--- src/rtl/read_mem_arbiter.sv ---
// Two-requester (fetch/load) arbiter onto one memory read port, one read in flight.
// Define READ_MEM_ARB_ROUND_ROBIN_EN for round-robin arbitration; default is load-over-fetch priority.
module read_mem_arbiter #(
  parameter int ADDR_WIDTH = 32,
  parameter int ADDR_START = 2,
  parameter int DATA_WIDTH = 32
) (
  input  logic                             clk,
  input  logic                             rst,
  input  logic                             fetch_req_valid,
  input  logic [ADDR_WIDTH-1:ADDR_START]   fetch_req_addr,
  output logic                             fetch_req_ready,
  output logic                             fetch_resp_valid,
  output logic [DATA_WIDTH-1:0]            fetch_resp_data,
  input  logic                             load_req_valid,
  input  logic [ADDR_WIDTH-1:ADDR_START]   load_req_addr,
  output logic                             load_req_ready,
  output logic                             load_resp_valid,
  output logic [DATA_WIDTH-1:0]            load_resp_data,
  output logic                             mem_req_valid,
  output logic [ADDR_WIDTH-1:ADDR_START]   mem_req_addr,
  input  logic                             mem_req_ready,
  input  logic                             mem_resp_valid,
  input  logic [DATA_WIDTH-1:0]            mem_resp_data,
  output logic                             busy,
  output logic                             spurious_resp
);

  typedef enum logic [1:0] {
    IDLE  = 2'd0,
    ISSUE = 2'd1,
    WAIT  = 2'd2
  } state_t;

  localparam logic OWNER_FETCH = 1'b0;
  localparam logic OWNER_LOAD  = 1'b1;

  state_t                           state_q;
  logic [ADDR_WIDTH-1:ADDR_START]   addr_q;
  logic                             owner_q;
  logic                             spurious_q;
  logic                             spurious_d;
  logic                             in_idle;
  logic                             grant_load;
  logic                             grant_fetch;

`ifdef READ_MEM_ARB_ROUND_ROBIN_EN
  logic last_q;
  // Under contention the side that did not win last time gets the port.
  assign grant_load = load_req_valid && (!fetch_req_valid || (last_q == OWNER_FETCH));
`else
  assign grant_load = load_req_valid;
`endif
  assign grant_fetch = fetch_req_valid && !grant_load;

  // Ready is combinational, so it must also be masked while reset is held.
  assign in_idle = rst && (state_q == IDLE);

  assign fetch_req_ready = in_idle && grant_fetch;
  assign load_req_ready  = in_idle && grant_load;

  assign mem_req_valid = (state_q == ISSUE);
  assign mem_req_addr  = addr_q;
  assign busy          = (state_q != IDLE);
  assign spurious_resp = spurious_q;

  assign fetch_resp_valid = (state_q == WAIT) && mem_resp_valid && (owner_q == OWNER_FETCH);
  assign load_resp_valid  = (state_q == WAIT) && mem_resp_valid && (owner_q == OWNER_LOAD);
  assign fetch_resp_data  = mem_resp_data;
  assign load_resp_data   = mem_resp_data;

  assign spurious_d = spurious_q || (mem_resp_valid && (state_q != WAIT));

  always_ff @(posedge clk or negedge rst) begin
    if (!rst) begin
      state_q    <= IDLE;
      addr_q     <= '0;
      owner_q    <= OWNER_FETCH;
      spurious_q <= 1'b0;
`ifdef READ_MEM_ARB_ROUND_ROBIN_EN
      last_q     <= OWNER_FETCH;
`endif
    end else begin
      spurious_q <= spurious_d;
      case (state_q)
        IDLE: begin
          if (grant_load || grant_fetch) begin
            state_q <= ISSUE;
            addr_q  <= grant_load ? load_req_addr : fetch_req_addr;
            owner_q <= grant_load ? OWNER_LOAD : OWNER_FETCH;
`ifdef READ_MEM_ARB_ROUND_ROBIN_EN
            last_q  <= grant_load ? OWNER_LOAD : OWNER_FETCH;
`endif
          end
        end
        ISSUE: begin
          if (mem_req_ready) begin
            state_q <= WAIT;
          end
        end
        WAIT: begin
          if (mem_resp_valid) begin
            state_q <= IDLE;
          end
        end
        default: begin
          state_q <= IDLE;
        end
      endcase
    end
  end

endmodule

--- config.mk ---
export PLATFORM = sky130hd
export DESIGN_NAME = read_mem_arbiter
export DESIGN_NICKNAME = d
export VERILOG_FILES = /design/src/rtl/read_mem_arbiter.sv
export SDC_FILE = /design/constraint.sdc
export NUM_CORES = 1
export LEC_CHECK = 0
export ABC_AREA = 0
export CAP_MARGIN = 5
export CORE_UTILIZATION = 29
export DETAILED_ROUTE_END_ITERATION = 7
export PLACE_DENSITY = 0.84
export SYNTH_ARGS = -nofsm -noshare
export SYNTH_HDL_FRONTEND = slang
export SYNTH_SLANG_ARGS = --single-unit
--- constraint.sdc ---
create_clock -name clk -period 1.3 [get_ports clk]
set_clock_uncertainty 0.1 [all_clocks]
set_input_delay 0.13 -clock clk [delete_from_list [all_inputs] [get_ports clk]]
set_output_delay 0.13 -clock clk [all_outputs]
set_load 0.01 [all_outputs]
# ---- After elaboration in Yosys (flattened, before gate mapping)
# Index checks and enable logic that the tools add are counted.
dict set report totals {
  inputBits 98
  output_inout_bits 101
  latchBits 0
  register_bits 34
  mem_count 0
  ramBits 0
  elab_cells 32
  romBits 0
}
dict set report classes {
  mul 0
  n_eq_ne 6
  n_shift 0
  n_mux 6
  bitwise 1
  add_sub_neg 0
  reduce_logical 15
  magnitude_cmp 0
  div_mod_pow 0
}
# operator n
set op_table {}
lappend op_table {{30-bit 2-to-1 mux} 1}
lappend op_table {{1-bit logical AND} 8}
lappend op_table {{2-bit 2-to-1 mux} 3}
lappend op_table {{2-bit one-hot mux with 3 select lines} 1}
lappend op_table {{2-bit by 1-bit != test with 1-bit output, second input constant} 2}
lappend op_table {{2-bit != test, second input constant} 2}
lappend op_table {{3-bit AND reduction} 1}
lappend op_table {{2-bit by 1-bit equality test with 1-bit output, second input constant} 1}
lappend op_table {{2-bit equality test, second input constant} 1}
lappend op_table {{2-bit logical NOT} 1}
lappend op_table {{1-bit logical OR} 2}
lappend op_table {{2-bit AND reduction} 1}
lappend op_table {{2-bit nonzero test} 1}
lappend op_table {{1-bit logical NOT} 1}
lappend op_table {{1-bit 2-to-1 mux} 1}
lappend op_table {{1-bit NOT} 1}

# ---- Depth between registers and ports, before layout
dict set report depth {
  ltp_word 5
  ltp_mapped 4
  ltp_nobuf 3
}

# ---- Worst setup path before layout
# Ideal clock, no wire load.
dict set report synth_timing {
  path_kind {reg2reg}
  startpoint {register state_q[0]}
  endpoint {register addr_q, in the netlist mem_req_addr[10]}
  setup_slack_ps -97
  period_less_slack_ps 1397
  path_buffers 1
  required_ps 1075
  arrival_ps 1171
  stages_incl_launch_ff 5
  cell_sequence {dfrtp_1 nor2_4 o21a_4 buf_6 mux2_4}
}
dict set report synth_via {
  elab_chain_len 2
}
# element line_no
set synth_rtl {}
lappend synth_rtl {{start: declaration} 38} ;# state_t state_q;
lappend synth_rtl {{start signal: assignment} 76} ;# state_q <= IDLE;
lappend synth_rtl {{start signal: assignment} 88} ;# state_q <= ISSUE;
lappend synth_rtl {{start signal: assignment} 98} ;# state_q <= WAIT;
lappend synth_rtl {{2-bit logical NOT} 85} ;# case (state_q)
lappend synth_rtl {{2-bit AND reduction (no line)} --}
lappend synth_rtl {{end signal: assignment} 89} ;# addr_q <= grant_load ? load_req_addr : fetch_req_addr;
lappend synth_rtl {{end: declaration} 39} ;# logic [ADDR_WIDTH-1:ADDR_START] addr_q;
# Every way passes these cells.
# A chain may end at the register's enable or synchronous reset.

# ---- Final worst setup path
dict set report layout_timing {
  startpoint {register state_q[0]}
  endpoint {register addr_q, in the netlist mem_req_addr[2]}
}
# The elaborated chain is that of the path after synthesis.

==> impl_metrics.xml <==
<?xml version="1.0" encoding="UTF-8"?>
<metrics>
  <group name="routing">
    <metric name="avgRoutedWirePerCell" unit="µm">14.6</metric>
    <metric name="ant_nets" unit="">0</metric>
    <metric name="dr_wl_met3" unit="µm">379</metric>
    <metric name="drtPass1Iterations" unit="">2</metric>
    <metric name="per_cell_via_count_in_the_routed_design" unit="">4.18</metric>
    <metric name="remaining_drc_errors" unit="">0</metric>
    <metric name="dr_total_vias" unit="">1443</metric>
    <metric name="met2RoutedLength" unit="µm">2570</metric>
    <metric name="wl" unit="µm">5050</metric>
    <metric name="drt_iter0_markers" unit="">24</metric>
    <metric name="highest-signal-layer" unit="">met4</metric>
    <metric name="m1WireLength" unit="µm">2020</metric>
  </group>
  <group name="place">
    <metric name="placedInstanceArea" unit="µm²">3030</metric>
    <metric name="gp_routability_congestion" unit="">0.720</metric>
    <metric name="portBuffers" unit="">102</metric>
    <metric name="place_hpwl" unit="µm">3650</metric>
  </group>
  <group name="critical_path">
    <metric name="crit_type" unit="">reg -&gt; reg</metric>
    <metric name="r2r_slack" unit="ns">-0.25</metric>
    <metric name="critical_path.cell_chain" unit="">nor2_4, o21a_4, clkbuf_16, mux2_4</metric>
    <metric name="worst_ep_arrival_time" unit="ns">1.62</metric>
    <metric name="capture_point_of_the_worst_reg_to_reg_path" unit="">mem_req_addr[2]</metric>
    <metric name="worst_setup_sp_type" unit="">flop</metric>
    <metric name="cp_slowest_cell" unit="">dfrtp_2</metric>
    <metric name="cp.buffers_inverters" unit="">1</metric>
    <metric name="critical_path.max_fanout" unit="">8</metric>
    <metric name="critical-path-top-delay-family" unit="">flip-flops</metric>
    <metric name="crit_path_end" unit="">mem_req_addr[2]</metric>
    <metric name="critical_path.endpoint_type" unit="">flop</metric>
    <metric name="endpoint_required_time_on_the_critical_path" unit="ns">1.37</metric>
    <metric name="path_depth" unit="">4</metric>
    <metric name="critical-path-max-stage-delay" unit="ns">0.44</metric>
    <metric name="reg2regPathDepth" unit="">4</metric>
    <metric name="crit-reg2reg-launch" unit="">state_q[0]</metric>
    <metric name="crit_path_start" unit="">state_q[0]</metric>
  </group>
  <group name="power">
    <metric name="power_per_cell_area" unit="nW/µm²">2030</metric>
    <metric name="total_power" unit="W">0.00662</metric>
    <metric name="power.ir.vdd_worst" unit="V">0.000852</metric>
    <metric name="leakagePower" unit="nW">1.47</metric>
  </group>
  <group name="sta">
    <metric name="tightest_slew" unit="ns">0.245</metric>
    <metric name="period_share" unit="">1.19</metric>
    <metric name="setup_repair_after_global_routing_missed_its_margin" unit="">true</metric>
    <metric name="finalHoldViolations" unit="">0</metric>
    <metric name="timing.final.ws_setup" unit="ns">-0.248</metric>
    <metric name="max_freq" unit="MHz">646</metric>
    <metric name="relSlewSlack" unit="">0.837</metric>
    <metric name="setup_violations" unit="">37</metric>
    <metric name="timing_max_transition_violations_final" unit="">0</metric>
    <metric name="period_minus_slack" unit="ns">1.55</metric>
  </group>
  <group name="finish">
    <metric name="diodes" unit="">0</metric>
    <metric name="syn2layout_area_growth" unit="%">40.9</metric>
    <metric name="layout-drive-gt1-share" unit="">0.325</metric>
    <metric name="ff_latch_area" unit="µm²">853</metric>
    <metric name="fillerInstances" unit="">734</metric>
    <metric name="final_cell_area" unit="µm²">3270</metric>
    <metric name="footprint_of_the_multi_input_gates" unit="µm²">917</metric>
    <metric name="final_nets" unit="">340</metric>
  </group>
  <group name="yosys">
    <metric name="ys_warn_count" unit="">0</metric>
    <metric name="yosysTopAreaCell" unit="">dfrtp_1</metric>
    <metric name="syn_nets" unit="">279</metric>
    <metric name="synth_area_per_inst" unit="µm²">12.8</metric>
    <metric name="yosysSeqAreaShare" unit="">0.367</metric>
    <metric name="mappedNetlistArea" unit="µm²">2320</metric>
    <metric name="synth_top_area_share" unit="">0.367</metric>
    <metric name="post_synth_inst_count" unit="">181</metric>
    <metric name="yosys_register_bits" unit="">34</metric>
    <metric name="ys_types" unit="">19</metric>
    <metric name="post_synth_main_area_contributors" unit="">dfrtp_1 37%, buf_4 21%, mux2_4 19%, mux2_1 13%, buf_6 2.4%</metric>
  </group>
  <group name="floorplanning">
    <metric name="die-width" unit="µm">91.4</metric>
    <metric name="core_area" unit="µm²">7730</metric>
    <metric name="floorplan_die_height" unit="µm">91.4</metric>
    <metric name="io-pin-count" unit="">199</metric>
    <metric name="start_util" unit="">0.300</metric>
    <metric name="fp.dieArea" unit="µm²">8360</metric>
    <metric name="num_rows" unit="">32</metric>
  </group>
  <group name="clocking">
    <metric name="htreeDepth" unit="">2</metric>
    <metric name="tritoncts" unit="">done</metric>
    <metric name="worst_setup_hold_path_clk_slew" unit="ns">0.08</metric>
    <metric name="cts_root_buf" unit="">clkbuf_8</metric>
    <metric name="numClockSinks" unit="">34</metric>
    <metric name="clk-insertion-delay-late" unit="ns">0.28</metric>
    <metric name="cts_buffer_depth" unit="">2</metric>
    <metric name="cts_made_buffers" unit="">5</metric>
  </group>
  <group name="global_routing">
    <metric name="grt_first_pass_wirelength" unit="µm">7810</metric>
    <metric name="via_count_of_the_first_global_routing_pass" unit="">1598</metric>
    <metric name="gr-usage-all-layers" unit="">0.120</metric>
    <metric name="globalRoute.totalOverflow" unit="">0</metric>
    <metric name="grt_max_degree" unit="">19</metric>
    <metric name="antenna_found_initial" unit="">0</metric>
  </group>
  <group name="worst_hold_path">
    <metric name="min_path_type" unit="">in -&gt; out</metric>
  </group>
  <group name="status">
    <metric name="run_status" unit="">finished with violations</metric>
    <metric name="violations" unit="">setup timing</metric>
  </group>
  <group name="job">
    <metric name="number_of_max_cap_violations" unit="">0</metric>
  </group>
</metrics>
-- cells by family after synthesis --
| group | Yosys count | synth area share |
|---|---|---|
| flip-flops | 34 | 0.367 |
| AO/OA/AOI/OAI | 5 | 0.0189 |
| AND/OR/NAND/NOR | 9 | 0.0281 |
| buffers and inverters | 73 | 0.248 |
| multiplexers | 60 | 0.338 |
-- cell usage in the layout, fill, tap and decap left out --
| cell type | n |
|---|---|
| a22o_1 | 1 |
| buf_6 | 7 |
| buf_12 | 3 |
| nand2b_4 | 1 |
| nor3b_2 | 1 |
| inv_1 | 2 |
| and3_4 | 1 |
| and4b_1 | 2 |
| nor2b_2 | 1 |
| dfrtp_1 | 32 |
| dlygate4sd3_1 | 1 |
| mux2_1 | 27 |
| nor2_4 | 1 |
| clkbuf_16 | 2 |
| a21o_1 | 2 |
| o21a_4 | 1 |
| mux2_2 | 3 |
| dlygate4sd2_1 | 31 |
| dfrtp_2 | 2 |
| clkbuf_8 | 6 |
| bufinv_16 | 2 |
| mux2_4 | 30 |
| nand2_1 | 2 |
| buf_4 | 11 |
| buf_2 | 7 |
| o21ai_0 | 1 |
| clkdlybuf4s50_1 | 63 |
-- metal layers --
metal / up-vias / GRT usage
met5: - / 0
met4: 0 / 0.0489
met3: 15 / 0.0360
met2: 81 / 0.210
met1: 679 / 0.136
li1: 668 / -
-- flip-flops by register name, summed over array words and instances (netlist names) --
register / cells
spurious_resp: 1
mem_req_addr: 30
state_q: 2
owner_q: 1
-- through the flow --
| step | worst slack, ns | utilization | TNS, ns | hold slack, ns | instances |
|---|---|---|---|---|---|
| floorplan | -0.0966 | - | -2.75 | -0.266 | 181 |
| global placement | -0.291 | 0.392 | -8.41 | 0.0292 | 327 |
| detailed placement | -0.327 | 0.392 | -9.09 | 0.0400 | 327 |
| CTS | -0.225 | 0.413 | -6.21 | 0.160 | 341 |
| global route | -0.313 | 0.423 | -10.34 | 0.160 | 345 |
| finish | -0.248 | 0.423 | -7.82 | 0.160 | 345 |
-- cell type report --
cell class,count,share of cell area
Sequential cell,34,0.261
Tap cell,102,0.0391
Clock inverter,2,0.0184
Timing Repair Buffer,125,0.373
Multi-Input combinational cell,74,0.281
Inverter,2,0.00230
Clock buffer,6,0.0253
-- how the worst min path moves through the flow --
| stage | startpoint | to | slack (ns) | cells after the start |
|---|---|---|---|---|
| finish | mem_resp_data[0] | load_resp_data[0] | 0.16 | 0 |
| CTS | mem_resp_data[13] | fetch_resp_data[13] | 0.16 | 0 |
| global route | mem_resp_data[23] | fetch_resp_data[23] | 0.16 | 0 |
| detailed placement | rst | mem_req_addr[4] | 0.04 | 2 |
| floorplan | rst | mem_req_addr[10] | -0.27 | 0 |
| global placement | rst | mem_req_addr[5] | 0.03 | 2 |
-- Yosys cell counts --
library cell	number
o21ai_0	1
buf_4	64
a22o_1	1
buf_6	5
a21o_1	2
o21a_4	1
nand2_1	2
buf_8	2
nand2b_1	1
dfrtp_1	34
inv_1	2
mux2_4	29
and3_1	1
mux2_1	27
nor2_4	1
nor2b_1	1
mux2_2	4
and4b_1	2
nor3b_1	1
-- power breakdown --
group          leakage, nW  internal (W)  switching [W]
Combinational         1.01       0.00225        0.00124
Clock               0.0714      0.000818       0.000404
Sequential           0.394       0.00160       0.000316
Total                 1.47       0.00466        0.00196
-- timing repair --
item                                    4_1_cts  5_1_grt
pin swaps                                     2        1
gates cloned                                  0        2
setup buffers                                 5        3
gates resized for setup                      66        4
endpoints found under the setup margin       67       37
hold buffers                                  1        0
hold endpoints to repair                     34        0
(Power assumes the default switching activity.)
